[src/rtl/pov_texture_mapper.sv]
// Polar-to-texture mapper: turns (theta, LED index) into a multi-texture ROM address,
// scales the returned colour by global brightness and swaps textures only at revolution wrap.
module pov_texture_mapper #(
    parameter int LED_COUNT   = 52,
    parameter int TEX_WIDTH   = 256,
    parameter int THETA_BITS  = 6,
    parameter int PX_BITS     = 6,
    parameter int NUM_TEX     = 4,
    parameter int ROM_LATENCY = 1,
    parameter int COLOR_W     = 24
) (
    input  logic                                          clk,
    input  logic                                          reset,
    input  logic [THETA_BITS-1:0]                         theta,
    input  logic [PX_BITS-1:0]                            px_num,
    input  logic [$clog2(NUM_TEX)-1:0]                    tex_req,
    input  logic                                          tex_req_valid,
    input  logic [7:0]                                    brightness,
    output logic [$clog2(NUM_TEX*TEX_WIDTH*LED_COUNT)-1:0] rom_addr,
    input  logic [COLOR_W-1:0]                            rom_data,
    output logic [COLOR_W-1:0]                            pixel,
    output logic [$clog2(NUM_TEX)-1:0]                    tex_active,
    output logic                                          tex_pending,
    output logic                                          frame_start
);
    localparam int TEX_BITS = $clog2(NUM_TEX);
    localparam int ADDR_W   = $clog2(NUM_TEX*TEX_WIDTH*LED_COUNT);
    localparam int COL_W    = $clog2(TEX_WIDTH);
    localparam int PROD_W   = THETA_BITS + COL_W + 1;
    localparam int NUM_CH   = COLOR_W / 8;
    localparam logic [PX_BITS:0] LED_LIMIT = (PX_BITS+1)'(LED_COUNT);

    typedef enum logic {ST_ACTIVE, ST_PENDING} state_t;

    state_t                  state;
    logic [TEX_BITS-1:0]     pend_tex;
    logic [THETA_BITS-1:0]   theta_prev;
    logic                    prev_valid;
    logic                    wrap;
    logic                    commit;
    logic [TEX_BITS-1:0]     tex_eff;
    logic [PROD_W-1:0]       col_prod;
    logic [COL_W-1:0]        col;
    logic [ADDR_W-1:0]       addr_next;
    logic                    in_range;
    logic [ROM_LATENCY:0]    valid_pipe;
    logic [ROM_LATENCY:0]    blank_pipe;
    logic [COLOR_W-1:0]      scaled;

    // Full-width product so coarse textures still spread evenly over the angle range
    assign col_prod  = PROD_W'(theta) * PROD_W'(TEX_WIDTH);
    assign col       = COL_W'(col_prod >> THETA_BITS);
    assign addr_next = ADDR_W'(tex_active) * ADDR_W'(TEX_WIDTH*LED_COUNT)
                     + ADDR_W'(px_num) * ADDR_W'(TEX_WIDTH)
                     + ADDR_W'(col);
    assign in_range  = {1'b0, px_num} < LED_LIMIT;

    assign wrap    = prev_valid && (theta < theta_prev);
    assign commit  = (state == ST_PENDING) && wrap;
    // A request arriving on the wrap cycle is judged against the texture being committed
    assign tex_eff = commit ? pend_tex : tex_active;

    always_ff @(posedge clk or negedge reset) begin
        if (!reset) begin
            state       <= ST_ACTIVE;
            pend_tex    <= '0;
            tex_active  <= '0;
            tex_pending <= 1'b0;
            frame_start <= 1'b0;
            theta_prev  <= '0;
            prev_valid  <= 1'b0;
        end else begin
            theta_prev  <= theta;
            prev_valid  <= 1'b1;
            frame_start <= wrap;
            tex_active  <= tex_eff;
            if (tex_req_valid && (tex_req != tex_eff)) begin
                state       <= ST_PENDING;
                pend_tex    <= tex_req;
                tex_pending <= 1'b1;
            end else if (tex_req_valid || commit) begin
                state       <= ST_ACTIVE;
                tex_pending <= 1'b0;
            end
        end
    end

    always_ff @(posedge clk or negedge reset) begin
        if (!reset) begin
            rom_addr   <= '0;
            valid_pipe <= '0;
            blank_pipe <= '0;
        end else begin
            if (in_range) begin
                rom_addr <= addr_next;
            end
            valid_pipe <= {valid_pipe[ROM_LATENCY-1:0], 1'b1};
            blank_pipe <= {blank_pipe[ROM_LATENCY-1:0], !in_range};
        end
    end

    // (c * (b+1)) >> 8 keeps full brightness an exact identity
    generate
        for (genvar gi = 0; gi < NUM_CH; gi++) begin : g_scale
            logic [15:0] prod;
            assign prod = {8'd0, rom_data[gi*8 +: 8]} * {7'd0, ({1'b0, brightness} + 9'd1)};
            assign scaled[gi*8 +: 8] = 8'(prod >> 8);
        end
    endgenerate

    always_ff @(posedge clk or negedge reset) begin
        if (!reset) begin
            pixel <= '0;
        end else begin
            pixel <= (valid_pipe[ROM_LATENCY] && !blank_pipe[ROM_LATENCY]) ? scaled : '0;
        end
    end

endmodule

[config.mk]
export PLATFORM = sky130hd
export DESIGN_NAME = pov_texture_mapper
export DESIGN_NICKNAME = d
export VERILOG_FILES = /design/src/rtl/pov_texture_mapper.sv
export SDC_FILE = /design/constraint.sdc
export NUM_CORES = 1
export LEC_CHECK = 0
export ABC_AREA = 1
export CORE_ASPECT_RATIO = 1.4
export CORE_MARGIN = 2
export CORE_UTILIZATION = 46
export CTS_CLUSTER_SIZE = 16
export DETAILED_ROUTE_END_ITERATION = 7
export HOLD_SLACK_MARGIN = 0.12
export PLACE_DENSITY = 0.66
export SLEW_MARGIN = 40
export SYNTH_ARGS = -nofsm -noshare
export SYNTH_HDL_FRONTEND = slang
export SYNTH_SLANG_ARGS = --single-unit
[constraint.sdc]
create_clock -name clk -period 2.7 [get_ports clk]
set_input_delay 0.27 -clock clk [delete_from_list [all_inputs] [get_ports clk]]
set_output_delay 0.27 -clock clk [all_outputs]
set_load 0.02 [all_outputs]
==> results.md <==
- The portion of synthesized cell area occupied by the leading cell type is 27.15%.
- Once detail routing completed, the nets flagged for antenna violations numbered 0.
- The count of inserted antenna diode cells is 0.
- The number of stages on the worst hold path is 0.
- The checks that failed: setup timing.
- The via count of the first global-routing pass was 9277.
- The detailed router finished its first iteration with 356 violations.
- At the later pin of the worst-skew pair, clock insertion delay measures about 0.32 ns.
- The top achievable clock speed is between 0.2 and 0.25 GHz.
- The finished layout holds around 1700 standard cells, fillers aside.
- For this design, the sink count on the clock tree is 54.
- The floorplan die area is 20550 sq um.
- For this design, the slowest cell found on the critical path is sky130_fd_sc_hd__fa_1.
- Leaving out fill and tap cells, the most frequent cell in the layout is sky130_fd_sc_hd__inv_1.
- The count of unique library cells instantiated by Yosys is 34.
- The static leakage is 6.898 nW.
- After synthesis, the cell types taking the most area are sky130_fd_sc_hd__fa_1 27%, sky130_fd_sc_hd__dfrtp_1 15%, sky130_fd_sc_hd__ha_1 15%, sky130_fd_sc_hd__inv_1 12%, sky130_fd_sc_hd__nand2_1 9.0%.
- The CTS clock-pin slew for the worst setup and hold paths is 0.09 ns.
- The average wire per cell in the routed design is 14.89 um.
- After legalization and detailed placement, the total HPWL measured between 15000 and 20000 um.
- Among cell families on the critical path, the largest total delay comes from adder cells.
- Row generation in the floorplan step produced 60 rows.
- The largest net degree at the start of global routing is 29.
- Clock tree synthesis inserted a total of 5 buffers.
- At the end of routability-driven placement, the weighted congestion stood at roughly 0.91.
- For this block, the via count after detailed routing is 8579.
- The proportion of layout cells with a drive suffix above 1 is 28.92%.
- The count of maximum capacitance violations is 0.
- A synthesized cell averages between 7 and 8 sq um.
- The flip-flop and latch count after synthesis is 54.
- The netlist area before placement is 8924 sq um.
- TritonCTS built the clock tree.
- The yosys synthesis warning count is 0.
- The buffer levels on the longest clock path is 2.
- At the worst endpoint, the required time is a little under 3 ns.
- The critical path goes through buf_6, ha_4, nand2_4, nor2_4, inv_2, nor2_4, xor2_4, inv_6, buf_6, nor2_4, fa_1, fa_1, fa_1, inv_1, fa_1, inv_2, ha_4, inv_1, o21ai_1, buf_4, a31oi_1, o21ai_1, nor3_1, nor2_1.
- The number of antenna violations at the first check in global routing was 0.
- The total grt overflow is 0.
- The initial cell density of the core is 46.61%.
- The cell taking the most area after synthesis is sky130_fd_sc_hd__fa_1.
- After detailed placement, the design holds a cell count of 1677.
- The count of boundary I/O pins is between 90 and 100.
- Setup violations remaining at the end of the flow were counted as 24.
- The worst setup path is launched from an input port.
- The total DRC errors in the routed layout is 0.
- The final critical-path setup slack is -1.580 ns.
- Global routing used 26.76% of the available tracks across all layers.
- Counting both buffers and inverters, the worst setup path holds a total of 8.
- The critical path runs through a total of 24 cells.
- On the worst path, the slowest cell contributes a delay of 0.52 ns.
- The cell count after synthesis is 1183.
- The headroom to the max-slew limit is 56.93%.
- For the final database, setup skew stands at roughly 0.012 ns.
- The final non-filler cell area is 12880 sq um.
- The H-tree depth is 2.
- The count of final hold-check violations is 0.
- The setup path with the least slack is of type input port to flip-flop.
- The worst-case IR drop observed on VDD is 0.9392 mV.
- The run finished, with violations left.
- Setup repair after global routing could not meet its margin everywhere.
- After floorplanning, the core was sized to cover 19140 sq um.
- The data arrival at the endpoint of the critical path is 4.50 ns.
- The detailed-router iteration count before antenna repair is 6.
- Summed over all layers, the routed wires come to 25730 um.
- The share of the yosys chip area belonging to registers is ~15%.
- Dividing the detail-routed via count by the number of cells gives 4.965.
- The worst setup path is captured at a flip-flop.
- The power per cell area is 839.1 nW/um^2.
- The post-route minimum period is ~4.3 ns.
- The count of input and output buffers is 90.
- In the final design database the tool counted 1757 nets.
- The slew at the pin closest to its max-slew limit is ~0.65 ns.
- The cell chosen for the clock root is sky130_fd_sc_hd__clkbuf_16.
- Leaving out fill and tap cells, the most frequent cells in the layout are 253 x sky130_fd_sc_hd__inv_1, 193 x sky130_fd_sc_hd__buf_4, 181 x sky130_fd_sc_hd__nand2_1.
- The cell repeated most along the worst path is sky130_fd_sc_hd__fa_1.
- Measured in cells, the most critical reg-to-reg path has a length of 9.
- The highest net fanout along the worst path is 8.
- The max-slew violation count is 0.
- The placed instance area is around 12000 sq um.
- Summing internal, switching and leakage power gives around 11 mW.
- In this run the worst hold path is classified as flip-flop to flip-flop.
- The overall die width is 121.7 um.
- The final period utilization is 158.5%.
- The first global-routing pass estimated 43250 um of wire.
- The die height is 168.8 um.
- The area added between synthesis and finish is 44.31%.
[where the power goes]
group / switching [mW] / internal [mW]
Combinational: 4.69 / 4.25
Clock: 0.388 / 0.356
Sequential: 0.102 / 1.02
Total: 5.18 / 5.62
[registers in the layout, summed over array words and instances, names as in the netlist]
signal and cells:
frame_start 1, blank_pipe 2, pend_tex 2, state 1
valid_pipe 2, pixel 24, rom_addr 14, tex_active 2
theta_prev 6
[cells by family after synthesis]
family                   Yosys count  synth area share [%]
AND/OR/NAND/NOR                  483                 21.35
adder cells (fa/ha/maj)          229                 42.29
other                              2               0.08416
flip-flops                        54                 15.14
XOR/XNOR                          21                 2.145
buffers and inverters            308                 13.28
AO/OA/AOI/OAI                     86                 5.707
[cell type report]
class                           count  area (sq um)
Clock buffer                        5         125.1
Multi-Input combinational cell    823          7327
Timing Repair Buffer              306          2638
Clock inverter                      3         26.28
Tap cell                          248         310.3
Fill cell                        1539          6266
Inverter                          289          1100
Sequential cell                    54          1351
[per-layer routing]
metal | wire (um) | GRT usage [%] | part of all wire, % | vias to the layer above
met5 | 0 | 0 | 0 | -
met4 | 1468 | 14.54 | 5.7 | 0
met3 | 1029 | 2.931 | 4.0 | 98
met2 | 13950 | 50.76 | 54 | 261
met1 | 9277 | 28.41 | 36 | 4101
li1 | - | - | - | 4119
[worst paths after layout]
path	to	start	slack [ns]
max in group asynchronous	pixel[21]	reset	1.53
min in group asynchronous	pixel[3]	reset	0.48
hold reg to reg	blank_pipe[1]	blank_pipe[0]	0.35
setup / recovery	pixel[12]	brightness[0]	-1.58
setup reg to reg	rom_addr[15]	tex_active[0]	0.83
hold / removal	blank_pipe[1]	blank_pipe[0]	0.35
[cell usage after synthesis]
library cell               instances
sky130_fd_sc_hd__nor4_1            1
sky130_fd_sc_hd__a21boi_0          2
sky130_fd_sc_hd__o21ai_2           2
sky130_fd_sc_hd__nand3_1          32
sky130_fd_sc_hd__nand2_1         215
sky130_fd_sc_hd__inv_4             1
sky130_fd_sc_hd__o31ai_1           1
sky130_fd_sc_hd__o211ai_2          1
sky130_fd_sc_hd__nor2_2            4
sky130_fd_sc_hd__o21ai_0          22
sky130_fd_sc_hd__nor3_1           14
sky130_fd_sc_hd__ha_1            108
sky130_fd_sc_hd__clkbuf_1          8
sky130_fd_sc_hd__dfrtp_1          54
sky130_fd_sc_hd__conb_1            2
sky130_fd_sc_hd__xor2_2            1
sky130_fd_sc_hd__nand2_2           1
sky130_fd_sc_hd__xor2_1            9
sky130_fd_sc_hd__nor2_1          208
sky130_fd_sc_hd__buf_4             3
sky130_fd_sc_hd__a21oi_1          34
sky130_fd_sc_hd__inv_1           286
sky130_fd_sc_hd__buf_1             1
sky130_fd_sc_hd__nand4_1           8
sky130_fd_sc_hd__buf_6             1
sky130_fd_sc_hd__a31oi_1           6
sky130_fd_sc_hd__inv_2             2
sky130_fd_sc_hd__a21o_1            3
sky130_fd_sc_hd__o21a_1            1
sky130_fd_sc_hd__o21bai_2          1
sky130_fd_sc_hd__buf_2             6
sky130_fd_sc_hd__fa_1            121
sky130_fd_sc_hd__xnor2_1          11
sky130_fd_sc_hd__o21bai_1         13
[metrics by stage]
step / setup slack, ns / utilization (%) / TNS, ns / hold slack (ns)
global route: -1.766 / 67.27 / -39.44 / 0.3668
finish: -1.580 / 67.27 / -35.23 / 0.3543
floorplan: -1.709 / - / -36.31 / -0.02559
global placement: -2.405 / 60.52 / -55.23 / 0.3317
CTS: -1.505 / 66.41 / -33.51 / 0.3556
detailed placement: -2.488 / 60.52 / -56.78 / 0.3252
[repair_timing]
item	CTS	global route
endpoints found under the hold margin	26	0
gates resized for setup	208	37
buffers inserted	35	5
pin swaps	128	38
endpoints found under the setup margin	24	24
hold buffers	1	0
gates cloned	2	0
(Power assumes the default switching activity.)
==> variant 1: new RTL, config.mk and constraints unchanged <==
Register the input `rom_data` before use, with the module's reset. The logic sees it one clock later. The other inputs are not delayed to match.
--- a/src/rtl/pov_texture_mapper.sv
+++ b/src/rtl/pov_texture_mapper.sv
@@ -32,4 +32,14 @@
 
     typedef enum logic {ST_ACTIVE, ST_PENDING} state_t;
+
+    logic [COLOR_W-1:0] rom_data_q;
+
+    always_ff @(posedge clk or negedge reset) begin
+        if (!reset) begin
+            rom_data_q <= '0;
+        end else begin
+            rom_data_q <= rom_data;
+        end
+    end
 
     state_t                  state;
@@ -104,5 +114,5 @@
         for (genvar gi = 0; gi < NUM_CH; gi++) begin : g_scale
             logic [15:0] prod;
-            assign prod = {8'd0, rom_data[gi*8 +: 8]} * {7'd0, ({1'b0, brightness} + 9'd1)};
+            assign prod = {8'd0, rom_data_q[gi*8 +: 8]} * {7'd0, ({1'b0, brightness} + 9'd1)};
             assign scaled[gi*8 +: 8] = 8'(prod >> 8);
         end
Behaviour: not the same (Yosys sat finds a counterexample within 4 cycles, from zero or initial values and one cycle with reset low).
==> variant 1 against the original RTL <==
The run still ends with negative setup slack left; wire length barely moved; sequential cell count rose by 24; synthesized cell count grew 0.85%; power grew 14%; design area grew 6.6%; setup slack gained 110 ps; area after synthesis increased by 6.6%; clock skew is 2.0 ps lower; sequential share of layout area is 3.7 points higher; register-to-register slack worse by 2200 ps; cell count grew 1.1%; die area increased by 6.4%.
==> variant 1: results (changes against the original RTL) <==
\begin{tabular}{lr}
\hline
Metric & Value \\
\hline
\multicolumn{2}{l}{\textbf{Outcome}} \\
Result of the run & finished, violations left (unchanged) \\
Violated checks & negative setup slack (unchanged) \\
\multicolumn{2}{l}{\textbf{Routing}} \\
Detailed Route Iter0 Violations & 321 (was 356) \\
Total length of routed met3 wires & 959 um (was 1.03 mm) \\
First-pass detailed-route iteration total & 5 (was 6) \\
Routed length per instance & 14.7 um (was 14.9 um) \\
Met2 Wirelength & 14.1 mm (was 14.0 mm) \\
Length of routed wiring on met1 & 9.68 mm (was 9.28 mm) \\
\multicolumn{2}{l}{\textbf{Place}} \\
Final weighted congestion of routability-driven global placement & 0.867 (was 0.909) \\
Final HPWL from detailed placement & 19.8 mm (about the same) \\
\multicolumn{2}{l}{\textbf{Logic synthesis}} \\
Mean instance size in the synthesized netlist & 7.98 sq um (was 7.54 sq um) \\
Top area cells in the synthesized netlist & sky130\_fd\_sc\_hd\_\_fa\_1, sky130\_fd\_sc\_hd\_\_dfrtp\_1, sky130\_fd\_sc\_hd\_\_ha\_1 (unchanged) \\
Commonest cells in the netlist & sky130\_fd\_sc\_hd\_\_inv\_1, sky130\_fd\_sc\_hd\_\_nand2\_1, sky130\_fd\_sc\_hd\_\_nor2\_1 (unchanged) \\
Post-synthesis sequential area ratio & 0.205 (was 0.151) \\
\multicolumn{2}{l}{\textbf{Setup path}} \\
Slowest Stage Delay on Critical Path & 570 ps (was 520 ps) \\
Worst endpoint data arrival time & 4460 ps (was 4500 ps) \\
\multicolumn{2}{l}{\textbf{GRT}} \\
First-pass GRT wire length & 43.1 mm (was 43.2 mm) \\
Global-route usage over all layers & 0.245 (was 0.268) \\
Largest net degree at the start of global routing & 67 (was 29) \\
\multicolumn{2}{l}{\textbf{Power}} \\
Internal Pwr Total & 0.00668 W (was 0.00562 W) \\
Leakage power & 7.23 nW (was 6.90 nW) \\
Logic gate share of total power & 0.764 (was 0.827) \\
\multicolumn{2}{l}{\textbf{Timing}} \\
Skew final & 9.73 ps (was 11.7 ps) \\
Setup-failing EPs final & 24 (unchanged) \\
Final WS setup & -1470 ps (was -1580 ps) \\
Relative slew margins & 0.572 (was 0.569) \\
\multicolumn{2}{l}{\textbf{Clock network}} \\
Clock Pin Slew Worst Setup and Hold Paths & 70 ps (was 90 ps) \\
H-tree lvl count & 3 (was 2) \\
\multicolumn{2}{l}{\textbf{Cells and area}} \\
Biggest registers after layout & pixel x24, rom\_data\_q x24, rom\_addr x14 (was pixel x24, rom\_addr x14, theta\_prev x6) \\
Layout cells sized above 1 & 0.306 (was 0.289) \\
\hline
\end{tabular}
==> variant 1: path summary, 6_finish.rpt <==
check | start | endpoint | slack (ps) | cells past startpoint
min in group asynchronous | reset | rom_data_q[7] | 480 | 2
worst min register to register | blank_pipe[0] | blank_pipe[1] | 350 | 0
max in group asynchronous | reset | pixel[11] | 1600 | 3
worst min-delay path | rom_data[6] | rom_data_q[6] | 340 | 1
worst max-delay path | brightness[0] | pixel[22] | -1470 | 25
worst max register to register | rom_data_q[20] | pixel[20] | -1340 | 16
==> variant 1: worst reg2reg max path, cell delays in order (launching register included) <==
cell,delay (ps)
sky130_fd_sc_hd__dfrtp_1,430
sky130_fd_sc_hd__inv_1,240
sky130_fd_sc_hd__buf_4,170
sky130_fd_sc_hd__nor2_1,60
sky130_fd_sc_hd__fa_2,400
sky130_fd_sc_hd__fa_1,480
sky130_fd_sc_hd__fa_1,600
sky130_fd_sc_hd__fa_1,470
sky130_fd_sc_hd__ha_4,330
sky130_fd_sc_hd__nand2_4,60
sky130_fd_sc_hd__nor2_2,70
sky130_fd_sc_hd__nand4_1,100
sky130_fd_sc_hd__o211ai_1,220
sky130_fd_sc_hd__a21boi_2,120
sky130_fd_sc_hd__nand2_1,90
sky130_fd_sc_hd__nand2_1,40
sky130_fd_sc_hd__nor2_1,80
==> variant 1: timing repair <==
item | 4_1_cts | 5_1_grt
gates resized for setup | 155 | 92
buffers inserted | 28 | 7
hold buffers | 1 | 0
pin swaps | 86 | 74
endpoints found under the setup margin | 24 | 24
gates cloned | 2 | 0
hold endpoints to repair | 65 | 0
==> variant 1: final cells by class <==
| cell class | instances | area [sq um] |
|---|---|---|
| clock inverters | 5 | 82.6 |
| multi-input cells | 825 | 7460 |
| repair inverters | 1 | 16.3 |
| clock buffers | 11 | 243 |
| flip-flops and latches | 78 | 1950 |
| inverters | 272 | 1040 |
| repair buffers | 299 | 2620 |
| fillers | 1620 | 6670 |
| well taps | 256 | 320 |
==> variant 1: routing by layer <==
metal,up-vias,global-route usage
li1,4162,-
met1,4287,0.275
met2,203,0.456
met3,78,0.0376
met4,0,0.106
met5,-,0
==> variant 1: metrics by stage <==
| stage | area [sq um] | total power (W) | setup TNS [ps] |
|---|---|---|---|
| after global routing | 13700 | 0.0133 | -37490 |
| after global placement | 12300 | 0.00924 | -54770 |
| final | 13700 | 0.0123 | -33060 |
| after floorplan | 9840 | 0.00636 | -35530 |
| after CTS | 13400 | 0.0116 | -32910 |
| after detailed placement | 12300 | 0.00937 | -55790 |
==> variant 1: cells by family after synthesis <==
logic type,after synthesis,synth area share
simple gates,490,0.207
buf+inv,292,0.121
fa+ha+maj,229,0.397
compound gates,83,0.0527
flops,78,0.205
xor+xnor,19,0.0175
other cells,2,0.000789
==> variant 2: new RTL, same settings <==
Made on the original files. Change the parameter `PX_BITS` from 6 to 3.
--- a/src/rtl/pov_texture_mapper.sv
+++ b/src/rtl/pov_texture_mapper.sv
@@ -5,5 +5,5 @@
     parameter int TEX_WIDTH   = 256,
     parameter int THETA_BITS  = 6,
-    parameter int PX_BITS     = 6,
+    parameter int PX_BITS     = 3,
     parameter int NUM_TEX     = 4,
     parameter int ROM_LATENCY = 1,
Ports: changed (resized px_num); port bits go from 93 to 90. The function was not compared with the original's and may differ.
==> variant 2 against the original RTL <==
Setup slack gained 35 ps; sequential share of layout area shrank 0.062 points; sequential cell count unchanged; clock skew shrank 0.51 ps; area after synthesis shrank 0.98%; design area rose by 0.59%; worst hold slack better by 13 ps; power increased by 7.9%; global-route usage decreased by 0.61 points; wire length fell by 0.35%; cell count is 4.1% lower; non-clock buffer count fell by 12; the flow still finishes with violations (negative setup slack).
==> variant 2: results (changes against the original RTL) <==
\begin{tabular}{lr}
\hline
Metric & Value \\
\hline
\multicolumn{2}{l}{\textbf{Logic synthesis}} \\
Post-synthesis sequential area ratio & 0.153 (was 0.151) \\
Post-Syn Area & 0.00884 sq mm (was 0.00892 sq mm) \\
Number of distinct library cells after synthesis & 38 (was 34) \\
Mean instance size in the synthesized netlist & 7.85 sq um (was 7.54 sq um) \\
\multicolumn{2}{l}{\textbf{Place}} \\
Dpl ws & -2570 ps (was -2490 ps) \\
Final weighted congestion of routability-driven global placement & 0.963 (was 0.909) \\
Final HPWL from detailed placement & 19.6 mm (was 19.8 mm) \\
Port buffer count & 87 (was 90) \\
\multicolumn{2}{l}{\textbf{Timing}} \\
Actual transition at the worst max-transition pin & 568 ps (was 645 ps) \\
Skew final & 11.2 ps (was 11.7 ps) \\
Setup-failing EPs final & 24 (unchanged) \\
Hold Slack & 367 ps (was 354 ps) \\
Final WS setup & -1550 ps (was -1580 ps) \\
\multicolumn{2}{l}{\textbf{Cells and area}} \\
Fraction of area in registers & 0.104 (was 0.105) \\
Proportion of cell area occupied by multi-input gates & 0.575 (was 0.569) \\
NonClk Buf Share & 0.207 (was 0.205) \\
Layout cells sized above 1 & 0.311 (was 0.289) \\
Bufs w/o clock & 294 (was 306) \\
FF+latch count & 54 (unchanged) \\
Clock buffers & 6 (was 5) \\
Number of fill cells in the layout & 1463 (was 1539) \\
\multicolumn{2}{l}{\textbf{Outcome}} \\
Result of the run & finished, violations left (unchanged) \\
Violated checks & negative setup slack (unchanged) \\
\multicolumn{2}{l}{\textbf{GRT}} \\
Via count of the first global-routing pass & 8960 (was 9277) \\
Global-route usage over all layers & 0.261 (was 0.268) \\
Met3 track utilization from global routing & 0.0430 (was 0.0293) \\
Met2 GRT Util & 0.490 (was 0.508) \\
\multicolumn{2}{l}{\textbf{Routing}} \\
Length of routed wiring on met1 & 9.41 mm (was 9.28 mm) \\
Detailed-route wire length & 25.6 mm (was 25.7 mm) \\
Met2 Wirelength & 13.5 mm (was 14.0 mm) \\
\multicolumn{2}{l}{\textbf{Power}} \\
Peak supply drop & 0.000581 V (was 0.000939 V) \\
Switching part of the total power & 0.474 (was 0.480) \\
\multicolumn{2}{l}{\textbf{Setup path}} \\
Endpoint of the most critical setup path & pixel[5] (was pixel[12]) \\
Launching instance or port of the critical path & brightness[1] (was brightness[0]) \\
\multicolumn{2}{l}{\textbf{Clock network}} \\
Post-CTS setup repair buffer count & 31 (was 35) \\
\hline
\end{tabular}
## variant 2: changes by cell type after synthesis, moves of 6 or more
cell | unedited run | this run
sky130_fd_sc_hd__nand2_1 | 215 | 192
sky130_fd_sc_hd__mux2_2 | 0 | 11
sky130_fd_sc_hd__a21oi_1 | 34 | 28
sky130_fd_sc_hd__nor2_2 | 4 | 15
sky130_fd_sc_hd__inv_1 | 286 | 258
sky130_fd_sc_hd__o21ai_0 | 22 | 14
sky130_fd_sc_hd__nor2_1 | 208 | 188
## variant 2: cells by family after synthesis
kind of cell / count (synthesis) / synth area share
buffers and inverters: 280 / 0.125
adders and majority gates: 227 / 0.423
muxes: 11 / 0.0140
DFF: 54 / 0.153
AOI/OAI and AO/OA: 80 / 0.0547
xor gates and xnor gates: 18 / 0.0178
other: 2 / 0.000850
and+or+nand+nor: 454 / 0.211
